## src/rtl/pic_core_param.sv

```systemverilog
// pic_core_param: multi-cycle PIC16-style core (T0..T4 sequencer, async-read program ROM, internal register file).
// Build option: define CPU_STACK_EN to add the CALL/RETURN return stack; without it both opcodes are illegal.

module pic_core_param #(
  parameter int DATA_W      = 8,
  parameter int PC_W        = 11,
  parameter int RAM_AW      = 7,
  parameter int STACK_DEPTH = 8
) (
  input  logic              clk,
  input  logic              reset,
  input  logic              run,
  output logic [PC_W-1:0]   rom_addr,
  input  logic [13:0]       rom_data,
  output logic [DATA_W-1:0] w_q,
  output logic [PC_W-1:0]   pc_q,
  output logic              z_flag,
  output logic              c_flag,
  output logic              instr_done,
  output logic              illegal
);

  typedef enum logic [2:0] {T0, T1, T2, T3, T4} state_e;
  typedef enum logic [4:0] {
    I_NOP, I_ADDWF, I_SUBWF, I_ANDWF, I_IORWF, I_XORWF, I_COMF, I_DECF, I_INCF, I_MOVF,
    I_DECFSZ, I_INCFSZ, I_CLRF, I_CLRW, I_MOVWF, I_MOVLW, I_ADDLW, I_GOTO, I_CALL, I_RETURN, I_ILL
  } op_e;

  localparam logic [DATA_W-1:0] D_ONE = {{(DATA_W-1){1'b0}}, 1'b1};
  localparam logic [PC_W-1:0]   P_ONE = {{(PC_W-1){1'b0}}, 1'b1};

  if (DATA_W < 8 || PC_W < 2 || PC_W > 11 || RAM_AW < 1 || RAM_AW > 7 || STACK_DEPTH < 1) begin : g_bad_cfg
    $error("pic_core_param: unsupported parameter set");
  end

  function automatic op_e decode(input logic [13:0] ins);
    op_e op;
    op = I_ILL;
    casez (ins)
      14'b00_0111_????_????: op = I_ADDWF;
      14'b00_0010_????_????: op = I_SUBWF;
      14'b00_0101_????_????: op = I_ANDWF;
      14'b00_0100_????_????: op = I_IORWF;
      14'b00_0110_????_????: op = I_XORWF;
      14'b00_1001_????_????: op = I_COMF;
      14'b00_0011_????_????: op = I_DECF;
      14'b00_1010_????_????: op = I_INCF;
      14'b00_1000_????_????: op = I_MOVF;
      14'b00_1011_????_????: op = I_DECFSZ;
      14'b00_1111_????_????: op = I_INCFSZ;
      14'b00_0001_1???_????: op = I_CLRF;
      14'b00_0001_0???_????: op = I_CLRW;
      14'b00_0000_1???_????: op = I_MOVWF;
      14'b00_0000_0000_0000: op = I_NOP;
      14'b11_00??_????_????: op = I_MOVLW;
      14'b11_111?_????_????: op = I_ADDLW;
      14'b10_1???_????_????: op = I_GOTO;
`ifdef CPU_STACK_EN
      14'b10_0???_????_????: op = I_CALL;
      14'b00_0000_0000_1000: op = I_RETURN;
`endif
      default:               op = I_ILL;
    endcase
    return op;
  endfunction

  state_e            state_q, state_d;
  logic [PC_W-1:0]   mar_q, mar_d, pc_d;
  logic [13:0]       ir_q, ir_d;
  logic [DATA_W-1:0] w_d;
  logic              z_q, z_d, c_q, c_d, done_q, done_d, ill_q, ill_d;

  logic [DATA_W-1:0] ram_q [2**RAM_AW];
  logic [RAM_AW-1:0] f_addr;
  logic [DATA_W-1:0] f_val, k_val, res;
  logic [DATA_W:0]   sum, diff;
  logic              dsel, wr_w, wr_f, upd_z, skip, ram_we, stack_fault;
  op_e               exec_op, fetch_op;

  assign exec_op  = decode(ir_q);
  assign fetch_op = decode(rom_data);
  assign f_addr   = ir_q[RAM_AW-1:0];
  assign f_val    = ram_q[f_addr];
  assign k_val    = DATA_W'(ir_q[7:0]);

`ifdef CPU_STACK_EN
  localparam int SP_W  = $clog2(STACK_DEPTH + 1);
  localparam int IDX_W = (STACK_DEPTH > 1) ? $clog2(STACK_DEPTH) : 1;
  localparam logic [SP_W-1:0] SP_FULL = SP_W'(STACK_DEPTH);
  localparam logic [SP_W-1:0] SP_ONE  = SP_W'(1);

  logic [PC_W-1:0]  stack_q [STACK_DEPTH];
  logic [SP_W-1:0]  sp_q, sp_d;
  logic [IDX_W-1:0] stk_idx;
  logic             stk_we;

  // Overflow and underflow still execute (overwrite top / return to 0) but are flagged.
  assign stack_fault = (fetch_op == I_CALL && sp_q == SP_FULL) || (fetch_op == I_RETURN && sp_q == '0);
`else
  assign stack_fault = 1'b0;
`endif

  always_comb begin
    // NOTE: every variable gets a default first so no path through this block can infer a latch.
    state_d = state_q;
    mar_d   = mar_q;
    pc_d    = pc_q;
    ir_d    = ir_q;
    w_d     = w_q;
    z_d     = z_q;
    c_d     = c_q;
    done_d  = 1'b0;
    ill_d   = 1'b0;
    res     = '0;
    dsel    = 1'b0;
    wr_w    = 1'b0;
    wr_f    = 1'b0;
    upd_z   = 1'b0;
    skip    = 1'b0;
    ram_we  = 1'b0;
    sum     = {1'b0, w_q} + {1'b0, (exec_op == I_ADDLW) ? k_val : f_val};
    diff    = {1'b0, f_val} - {1'b0, w_q};
`ifdef CPU_STACK_EN
    sp_d    = sp_q;
    stk_idx = '0;
    stk_we  = 1'b0;
`endif
    unique case (state_q)
      T0: state_d = T1;
      T1: if (run) begin
        mar_d   = pc_q;
        state_d = T2;
      end
      T2: begin
        pc_d    = pc_q + P_ONE;
        state_d = T3;
      end
      T3: begin
        ir_d    = rom_data;
        done_d  = 1'b1;
        ill_d   = (fetch_op == I_ILL) || stack_fault;
        state_d = T4;
      end
      T4: begin
        case (exec_op)
          I_ADDWF:  begin res = sum[DATA_W-1:0];  c_d = sum[DATA_W];   upd_z = 1'b1; dsel = 1'b1; end
          I_SUBWF:  begin res = diff[DATA_W-1:0]; c_d = ~diff[DATA_W]; upd_z = 1'b1; dsel = 1'b1; end
          I_ANDWF:  begin res = w_q & f_val;      upd_z = 1'b1; dsel = 1'b1; end
          I_IORWF:  begin res = w_q | f_val;      upd_z = 1'b1; dsel = 1'b1; end
          I_XORWF:  begin res = w_q ^ f_val;      upd_z = 1'b1; dsel = 1'b1; end
          I_COMF:   begin res = ~f_val;           upd_z = 1'b1; dsel = 1'b1; end
          I_DECF:   begin res = f_val - D_ONE;    upd_z = 1'b1; dsel = 1'b1; end
          I_INCF:   begin res = f_val + D_ONE;    upd_z = 1'b1; dsel = 1'b1; end
          I_MOVF:   begin res = f_val;            upd_z = 1'b1; dsel = 1'b1; end
          I_DECFSZ: begin res = f_val - D_ONE;    skip = (res == '0); dsel = 1'b1; end
          I_INCFSZ: begin res = f_val + D_ONE;    skip = (res == '0); dsel = 1'b1; end
          I_CLRF:   begin res = '0;               upd_z = 1'b1; wr_f = 1'b1; end
          I_CLRW:   begin res = '0;               upd_z = 1'b1; wr_w = 1'b1; end
          I_MOVWF:  begin res = w_q;              wr_f = 1'b1; end
          I_MOVLW:  begin res = k_val;            wr_w = 1'b1; end
          I_ADDLW:  begin res = sum[DATA_W-1:0];  c_d = sum[DATA_W]; upd_z = 1'b1; wr_w = 1'b1; end
          I_GOTO:   pc_d = ir_q[PC_W-1:0];
`ifdef CPU_STACK_EN
          I_CALL: begin
            stk_we  = 1'b1;
            stk_idx = (sp_q == SP_FULL) ? IDX_W'(STACK_DEPTH - 1) : IDX_W'(sp_q);
            if (sp_q != SP_FULL) sp_d = sp_q + SP_ONE;
            pc_d = ir_q[PC_W-1:0];
          end
          I_RETURN: begin
            if (sp_q == '0) begin
              pc_d = '0;
            end else begin
              stk_idx = IDX_W'(sp_q - SP_ONE);
              sp_d    = sp_q - SP_ONE;
              pc_d    = stack_q[stk_idx];
            end
          end
`endif
          default: ;
        endcase
        if (dsel) begin
          wr_w = ~ir_q[7];
          wr_f = ir_q[7];
        end
        if (wr_w)  w_d = res;
        if (upd_z) z_d = (res == '0);
        if (skip)  pc_d = pc_q + P_ONE;
        ram_we  = wr_f;
        state_d = T1;
      end
      default: state_d = T0;
    endcase
  end

  always_ff @(posedge clk or negedge reset) begin
    if (!reset) begin
      state_q <= T0;
      mar_q   <= '0;
      pc_q    <= '0;
      ir_q    <= '0;
      w_q     <= '0;
      z_q     <= 1'b0;
      c_q     <= 1'b0;
      done_q  <= 1'b0;
      ill_q   <= 1'b0;
`ifdef CPU_STACK_EN
      sp_q    <= '0;
`endif
    end else begin
      // NOTE: non-blocking assignments so every register samples pre-edge values.
      state_q <= state_d;
      mar_q   <= mar_d;
      pc_q    <= pc_d;
      ir_q    <= ir_d;
      w_q     <= w_d;
      z_q     <= z_d;
      c_q     <= c_d;
      done_q  <= done_d;
      ill_q   <= ill_d;
`ifdef CPU_STACK_EN
      sp_q    <= sp_d;
`endif
    end
  end

  // NOTE: storage arrays carry no reset; software initialises the file and the stack is written before read.
  always_ff @(posedge clk) begin
    if (ram_we) ram_q[f_addr] <= res;
  end

`ifdef CPU_STACK_EN
  always_ff @(posedge clk) begin
    if (stk_we) stack_q[stk_idx] <= pc_q;
  end
`endif

  assign rom_addr   = mar_q;
  assign z_flag     = z_q;
  assign c_flag     = c_q;
  assign instr_done = done_q;
  assign illegal    = ill_q;

endmodule

```

## config.mk

```make
export PLATFORM = sky130hd
export DESIGN_NAME = pic_core_param
export DESIGN_NICKNAME = d
export VERILOG_FILES = /design/src/rtl/pic_core_param.sv
export SDC_FILE = /design/constraint.sdc
export NUM_CORES = 1
export LEC_CHECK = 0
export ABC_AREA = 0
export BUFFER_PORTS_ARGS = -buffer_cell sky130_fd_sc_hd__clkbuf_2
export CAP_MARGIN = 20
export CORE_ASPECT_RATIO = 1.25
export CORE_MARGIN = 5
export CORE_UTILIZATION = 40
export DETAILED_ROUTE_END_ITERATION = 8
export MAX_ROUTING_LAYER = met4
export PLACE_DENSITY = 0.57
export SETUP_SLACK_MARGIN = 0.2
export SYNTH_ARGS = -nofsm -noshare
export SYNTH_HDL_FRONTEND = slang
export SYNTH_SLANG_ARGS = --single-unit
export TNS_END_PERCENT = 5
```

## constraint.sdc

```tcl
create_clock -name clk -period 7.9 [get_ports clk]
set_input_delay 0.395 -clock clk [delete_from_list [all_inputs] [get_ports clk]]
set_output_delay 0.395 -clock clk [all_outputs]
set_load 0.02 [all_outputs]
```

==> summary.txt, run 1 <==
Pwr
  – Lkg Pwr: 17.40 nW
  – VDD IR max: 358.2 uV
  – PD cells: 382.6 nW/um^2
  – Pwr Total: 19.48 mW
  – Gate power share: 0.394
  – Clk pwr share: 0.257
  – Net Sw Frac: 0.3898
  – Flop pwr share: 0.349
  – Internal power: 11.88 mW
  – P_sw: 7.592 mW

Worst setup path
  – Critical Path End: ram_q[65][6]
  – Crit path launch: ir_q[0]
  – Critical path startpoint category: register
  – R2r setup slk: 0.55 ns
  – Worst path max stage delay: 1.07 ns
  – Crit Path Class: register to register
  – Top Family by Delay on Critical Path: compound AO/OA/AOI/OAI gates
  – CP endpoint kind: register
  – Path length in cells of the critical path: 21
  – Bufs and invs on worst path: 4
  – CP arrival: 7.82 ns
  – Reg-to-Reg Start: ir_q[0]
  – Critical path's slowest cell: dfrtp_4
  – Critical path data required time: 8.36 ns
  – Critical-path maximum fanout: 58
  – Worst r2r path cells: 21
  – RR Endpoint: ram_q[65][6]
  – Critical path, cell by cell: buf_12 > buf_4 > mux2i_1 > a22oi_1 > a21oi_1 > a31oi_1 > mux4_2 > mux2i_2 > buf_4 > ha_1 > fa_1 > o21bai_1 > a21oi_1 > o31ai_1 > xnor2_1 > a221oi_1 > and3_1 > nor2b_1 > o311ai_1 > and2_4 > buf_12

Timing
  – Least-Margin Pin Slew: 1.206 ns
  – Relative slew slack: 0.1940
  – Peak Freq: 136.0 MHz
  – Setup-failing EPs final: 0
  – RSZ-0062 raised after global routing: no
  – Tcrit/Tclk final: 0.9308
  – Max Clock Skew: 0.04239 ns
  – Slack of the critical path: 0.5463 ns
  – Final hold vios: 0
  – Crit path time final: 7.354 ns
  – Final Max Slew Viols: 0

Cells and area
  – Layout cell share with drive strength beyond 1: 0.1714
  – Design Area, Final: 50910 um^2
  – Non-filler instance count after layout: 4471
  – Final core utilization: 0.4562
  – Layout fillers: 9530
  – Nets: 2982
  – Seq. cell area: 32040 um^2
  – Multi-input gate area: 12010 um^2
  – Area grow syn2layout: 13.15%

Clock network
  – Worst-Skew Late Latency: 0.72 ns
  – CTS tree: yes
  – Num Clock Sinks: 1075
  – H-tree depth: 3
  – Clock buffer depth: 3
  – Setup Buffers After CTS: 0
  – Total CTS buffers: 105
  – Clk root buf: clkbuf_16
  – # hold bufs at CTS: 16
  – Post-cts resize count: 0
  – Worst-path clk slew: 0.06 ns

GRT
  – Grt met1 use: 0.2944
  – M3 GR Usage: 0.03967
  – Top Usage Layer GRT: met2
  – Congestion Overflow GR: 0
  – Met2 Use GR: 0.3910
  – Largest net degree at the start of global routing: 93
  – Vias in the first global route: 27.20k
  – Initial antenna violation count: 1
  – First-pass GRT wire length: 200200 um
  – GRT Total Usage: 0.2388

Synthesis
  – Mapped cell area: 44990 um^2
  – EDFF count, synth: 1024
  – Post-synth top area share: 0.6835
  – Async S/R FF share, synth: 0.04744
  – Synth top area cells: edfxtp_1 68%, mux4_2 4.7%, mux2i_1 3.7%, dfrtp_1 2.8%, nor2_1 1.9%
  – Primary FF master, synth: edfxtp_1
  – Most frequent cells after synthesis: 1024 x edfxtp_1, 226 x nor2_1, 185 x nand2_1
  – Post-synthesis sequential area ratio: 0.7118
  – Warnings from Yosys: 0
  – Synth unique cells: 92
  – Most common cell in the netlist: edfxtp_1
  – Synth Register Bits: 1075
  – Synth area leader: edfxtp_1
  – Cells after Synth: 2823
  – Synthesized area per cell: 15.94 um^2
  – Post-Synthesis Net Count: 2882

Status
  – Status: complete, no violations

Floorplan
  – Die Y-Extent: 385.0 um
  – Num rows: 137
  – Initial core utilization: 0.4032
  – Die Footprint: 119300 um^2
  – I/O Pins: 51
  – Die width: 310.0 um
  – CORE AREA: 111600 um^2

Placement
  – Placed insts: 4258
  – Placer Congestion: 0.9593
  – Place WS: 0.7167 ns
  – Area of placed instances: 47330 um^2
  – # port buffers: 50
  – DP HPWL: 89510 um

Flow run
  – Max cap viols: 0

Drt
  – Routed via count: 27.16k
  – DRT iter0 DRCs: 3114
  – # DRC: 0
  – ANT nets after route: 0
  – Routed WL per cell: 31.43 um
  – Drt via density: 6.075
  – Total wire length: 140500 um
  – First-pass iteration count of the detailed router: 8

Hold path
  – Worst hold path class: primary input to async pin
==> power by group through the flow <==
stage	combinational (mW)	clock, mW	sequential (mW)
detailed placement	7.55	0	6.90
global route	8.05	5.30	6.80
floorplan	4.70	0	6.73
CTS	7.59	5.06	6.79
global placement	7.54	0	6.90
finish	7.68	5.01	6.79
==> layout make-up <==
class                      instances  share of cell area
antenna                            2          0.00009831
clock buffer                     132             0.05542
clock inverter                    62             0.01145
inverter                          39            0.002900
multi-input combinational       1526              0.2359
sequential                      1075              0.6294
tap                             1459             0.03586
timing repair buffer             176             0.02903
==> cell families after synthesis <==
kind of cell	count (synthesis)	share of synthesized area
DFF	1075	0.7118
and+or+nand+nor	594	0.06024
AOI/OAI and AO/OA	557	0.09011
muxes	318	0.09856
buffers and inverters	222	0.02431
adders and majority gates	43	0.01224
xor gates and xnor gates	14	0.002725
==> layout by cell type, fill, tap and decap left out, types with 32 or more instances in the layout <==
master	instances
a21oi_1	86
a221oi_1	93
a22oi_1	89
a31oi_1	35
buf_4	90
clkbuf_16	107
clkbuf_2	50
dfrtp_1	47
edfxtp_1	1024
ha_1	40
inv_1	32
mux2_2	55
mux2i_1	166
mux4_2	93
nand2_1	184
nand3_1	32
nor2_1	223
o21ai_0	67
==> metal layers <==
metal	vias to the layer above	share of wire
li1	11440	-
met1	14050	0.38
met2	1380	0.49
met3	295	0.079
met4	0	0.050
met5	-	0
==> how the worst min path moves through the flow <==
stage / slack, ns / to / cells past startpoint
after floorplan: 0.1 / c_flag / 0
after global placement: 0.48 / c_flag / 2
after detailed placement: 0.49 / c_flag / 2
after CTS: 0.34 / pc_q[6] / 3
after global routing: 0.45 / pc_q[5] / 3
final: 0.36 / rom_addr[5] / 3
==> worst register-to-register path: stages, from the launching register on <==
cell      delay, ns
dfrtp_4        1.07
buf_12         0.33
buf_4          0.27
mux2i_1        0.10
a22oi_1        0.21
a21oi_1        0.18
a31oi_1        0.65
mux4_2         0.43
mux2i_2        0.08
buf_4          0.19
ha_1           0.24
fa_1           0.46
o21bai_1       0.21
a21oi_1        0.19
o31ai_1        0.41
xnor2_1        0.20
a221oi_1       0.14
and3_1         0.26
nor2b_1        0.13
o311ai_1       0.50
and2_4         0.45
buf_12         0.29
==> flip-flops by register name, indices dropped and copies added, names as in the netlist <==
name and flops:
pc_q 11, z_flag 1, ir_q 14, instr_done 1
rom_addr 11, illegal 1, ram_q 1024, c_flag 1
state_q 3, w_q 8
==> per-stage QoR <==
step	setup TNS, ns	hold slack [ns]
6_report	0	0.3600
5_1_grt	0	0.4459
4_1_cts	0	0.3416
3_5_place_dp	0	0.4904
3_3_place_gp	0	0.4805
2_1_floorplan	-9.512	0.09941
No activity file was read; power rests on OpenSTA's default activity.
==> inputs of run 2 (changes only) <==
--- a/config.mk
+++ b/config.mk
@@ -9,7 +9,7 @@
 export BUFFER_PORTS_ARGS = -buffer_cell sky130_fd_sc_hd__clkbuf_2
 export CAP_MARGIN = 20
 export CORE_ASPECT_RATIO = 1.25
-export CORE_MARGIN = 5
+export CORE_MARGIN = 2
 export CORE_UTILIZATION = 40
 export DETAILED_ROUTE_END_ITERATION = 8
 export MAX_ROUTING_LAYER = met4
==> run 2 against run 1 <==
  * Sequential share of layout area grew 0.32 points
  * Clock skew down 0.0055 ns
  * Fmax is 3.4% higher
  * Non-clock buffer count decreased by 7
  * First-iteration DRC count up 12%
  * Largest cell class unchanged
==> summary.txt, run 2 (synthesized netlist as in run 1, its figures left out) <==
Clock network
  – Worst-path clk slew: 0.06 ns (about the same)
  – Total CTS buffers: 104 (was 105)
  – Post-cts resize count: 0 (unchanged)
  – Setup Buffers After CTS: 0 (unchanged)
  – Clock buffer depth: 3 (unchanged)
  – Num Clock Sinks: 1075 (unchanged)
  – Clk root buf: clkbuf_16 (unchanged)
  – CTS tree: yes (unchanged)
  – # hold bufs at CTS: 16 (unchanged)
  – Worst-Skew Late Latency: 0.72 ns (about the same)
  – H-tree depth: 3 (unchanged)

Placement
  – Area of placed instances: 47230 um^2 (was 47330 um^2)
  – Placer Congestion: 0.8910 (was 0.9593)
  – DP HPWL: 89350 um (was 89510 um)
  – # port buffers: 50 (unchanged)
  – Place WS: 0.9591 ns (was 0.7167 ns)

Cells and area
  – Most frequent cells in the layout: 1024 x edfxtp_1, 223 x nor2_1, 185 x nand2_1 (was 1024 x edfxtp_1, 223 x nor2_1, 184 x nand2_1)
  – Nets: 2974 (was 2982)
  – Area grow syn2layout: 12.59% (was 13.15%)
  – Commonest non-fill, non-tap cell in the layout: edfxtp_1 (unchanged)
  – Layout fillers: 9549 (was 9530)
  – Max reg flops: 1024 (unchanged)
  – Seq. cell area: 32040 um^2 (unchanged)
  – Multi-input gate area: 11990 um^2 (was 12010 um^2)
  – Largest regs: ram_q: 1024 flops, ir_q: 14 flops (unchanged)
  – Design Area, Final: 50650 um^2 (was 50910 um^2)
  – Register bank with the most flops: ram_q (unchanged)
  – Final core utilization: 0.4539 (was 0.4562)
  – Antenna cells: 0 (was 2)
  – Layout cell share with drive strength beyond 1: 0.1647 (was 0.1714)

Timing
  – Final hold vios: 0 (unchanged)
  – RSZ-0062 raised after global routing: no (unchanged)
  – Max Clock Skew: 0.03686 ns (was 0.04239 ns)
  – Final Max Slew Viols: 0 (unchanged)
  – Relative slew slack: 0.2140 (was 0.1940)
  – Setup-failing EPs final: 0 (unchanged)
  – Slack of the critical path: 0.7851 ns (was 0.5463 ns)
  – Crit path time final: 7.115 ns (was 7.354 ns)
  – Setup Total Neg Slack: 0 ns (unchanged)
  – Tcrit/Tclk final: 0.9006 (was 0.9308)
  – Least-Margin Pin Slew: 1.175 ns (was 1.206 ns)
  – Peak Freq: 140.6 MHz (was 136.0 MHz)

GRT
  – Initial antenna violation count: 0 (was 1)
  – Vias in the first global route: 27.23k (was 27.20k)
  – First-pass GRT wire length: 201200 um (was 200200 um)
  – Largest net degree at the start of global routing: 129 (was 93)
  – GRT Total Usage: 0.2494 (was 0.2388)
  – Congestion Overflow GR: 0 (unchanged)

Worst setup path
  – Critical path data required time: 8.34 ns (was 8.36 ns)
  – CP endpoint kind: register (unchanged)
  – Critical-path maximum fanout: 48 (was 58)
  – Crit Path Class: register to register (unchanged)
  – Critical path startpoint category: register (unchanged)
  – CP arrival: 7.55 ns (was 7.82 ns)

Pwr
  – Internal power: 11.69 mW (was 11.88 mW)
  – Gate power share: 0.397 (was 0.394)
  – Flop pwr share: 0.353 (was 0.349)
  – P_sw: 7.580 mW (was 7.592 mW)
  – Net Sw Frac: 0.3933 (was 0.3898)
  – Clk pwr share: 0.251 (was 0.257)
  – VDD IR max: 210.8 uV (was 358.2 uV)
  – PD cells: 380.4 nW/um^2 (was 382.6 nW/um^2)
  – Pwr Total: 19.27 mW (was 19.48 mW)
  – Lkg Pwr: 17.26 nW (was 17.40 nW)

Drt
  – Total wire length: 140800 um (was 140500 um)
  – ANT nets after route: 0 (unchanged)
  – Routed WL per cell: 31.58 um (was 31.43 um)
  – DRT iter0 DRCs: 3503 (was 3114)
  – # DRC: 0 (unchanged)
  – First-pass iteration count of the detailed router: 6 (was 8)
  – Drt via density: 6.157 (was 6.075)
  – Routed via count: 27.45k (was 27.16k)

Floorplan
  – Die Footprint: 115200 um^2 (was 119300 um^2)
  – CORE AREA: 111600 um^2 (unchanged)
  – Die Y-Extent: 379.0 um (was 385.0 um)
  – Die width: 304.0 um (was 310.0 um)
  – Initial core utilization: 0.4032 (unchanged)
  – I/O Pins: 51 (unchanged)
  – Num rows: 137 (unchanged)

Flow run
  – Max cap viols: 0 (unchanged)

Hold path
  – Worst hold path class: primary input to async pin (unchanged)

Status
  – Status: complete, no violations (unchanged)
run 2: cell count changes in the layout (fill, tap and decap cells not counted), sizes merged:
cell | previous run | this run
buf | 110 | 103
bufinv | 9 | 8
clkbuf | 182 | 171
clkinv | 46 | 54
clkinvlp | 3 | 5
diode | 2 | 0
inv | 43 | 41
run 2: through the flow:
stage               hold slack (ns)  std cells
finish                       0.3635       4458
global route                 0.4175       4458
CTS                          0.3644       4454
detailed placement           0.4834       4248
global placement             0.4854       4247
floorplan                   0.09941       2823
run 2: cell type report:
cell class	count	area share
well taps	1459	0.03604
clock buffers	121	0.05264
multi-input cells	1526	0.2367
inverters	39	0.002915
repair buffers	169	0.02831
clock inverters	69	0.01092
flip-flops and latches	1075	0.6325
run 2: final timing paths:
path	depth (start not counted)	end	from	slack, ns
min in group clk	4	ir_q[7]	rom_data[7]	0.45
min reg2reg	2	c_flag	c_flag	0.49
max in group asynchronous	3	ir_q[1]	reset	6.98
min	3	rom_addr[2]	reset	0.36
max	20	ram_q[125][6]	ir_q[0]	0.79
max reg2reg	20	ram_q[125][6]	ir_q[0]	0.79
run 2: routing by layer:
metal,share of wire,global-route usage,vias up
li1,-,-,11410
met1,0.38,0.3048,14200
met2,0.49,0.4087,1507
met3,0.081,0.04081,333
met4,0.048,0.1151,0
met5,0,-,-
run 2: power groups by stage:
| stage | Sequential, mW | Clock [mW] | Combinational [mW] |
|---|---|---|---|
| 2_1_floorplan | 6.73 | 0 | 4.70 |
| 3_3_place_gp | 6.91 | 0 | 7.52 |
| 3_5_place_dp | 6.91 | 0 | 7.51 |
| 4_1_cts | 6.79 | 4.88 | 7.56 |
| 5_1_grt | 6.81 | 5.09 | 8.03 |
| 6_report | 6.80 | 4.83 | 7.65 |
run 2: worst max-delay path, stage by stage (launching register included):
cell       delay [ns]
dfrtp_4          0.96
buf_4            0.51
mux4_2           0.59
nor2_1           0.15
a221oi_1         0.09
o21ai_0          0.54
o2bb2ai_1        0.24
nor3_2           0.77
a21oi_1          0.17
ha_1             0.36
inv_1            0.06
nor2_1           0.10
nor2_1           0.07
o21ai_0          0.32
xor2_1           0.20
a221oi_1         0.13
and3_1           0.23
nor2b_1          0.13
o311ai_1         0.46
and2_4           0.27
buf_4            0.40
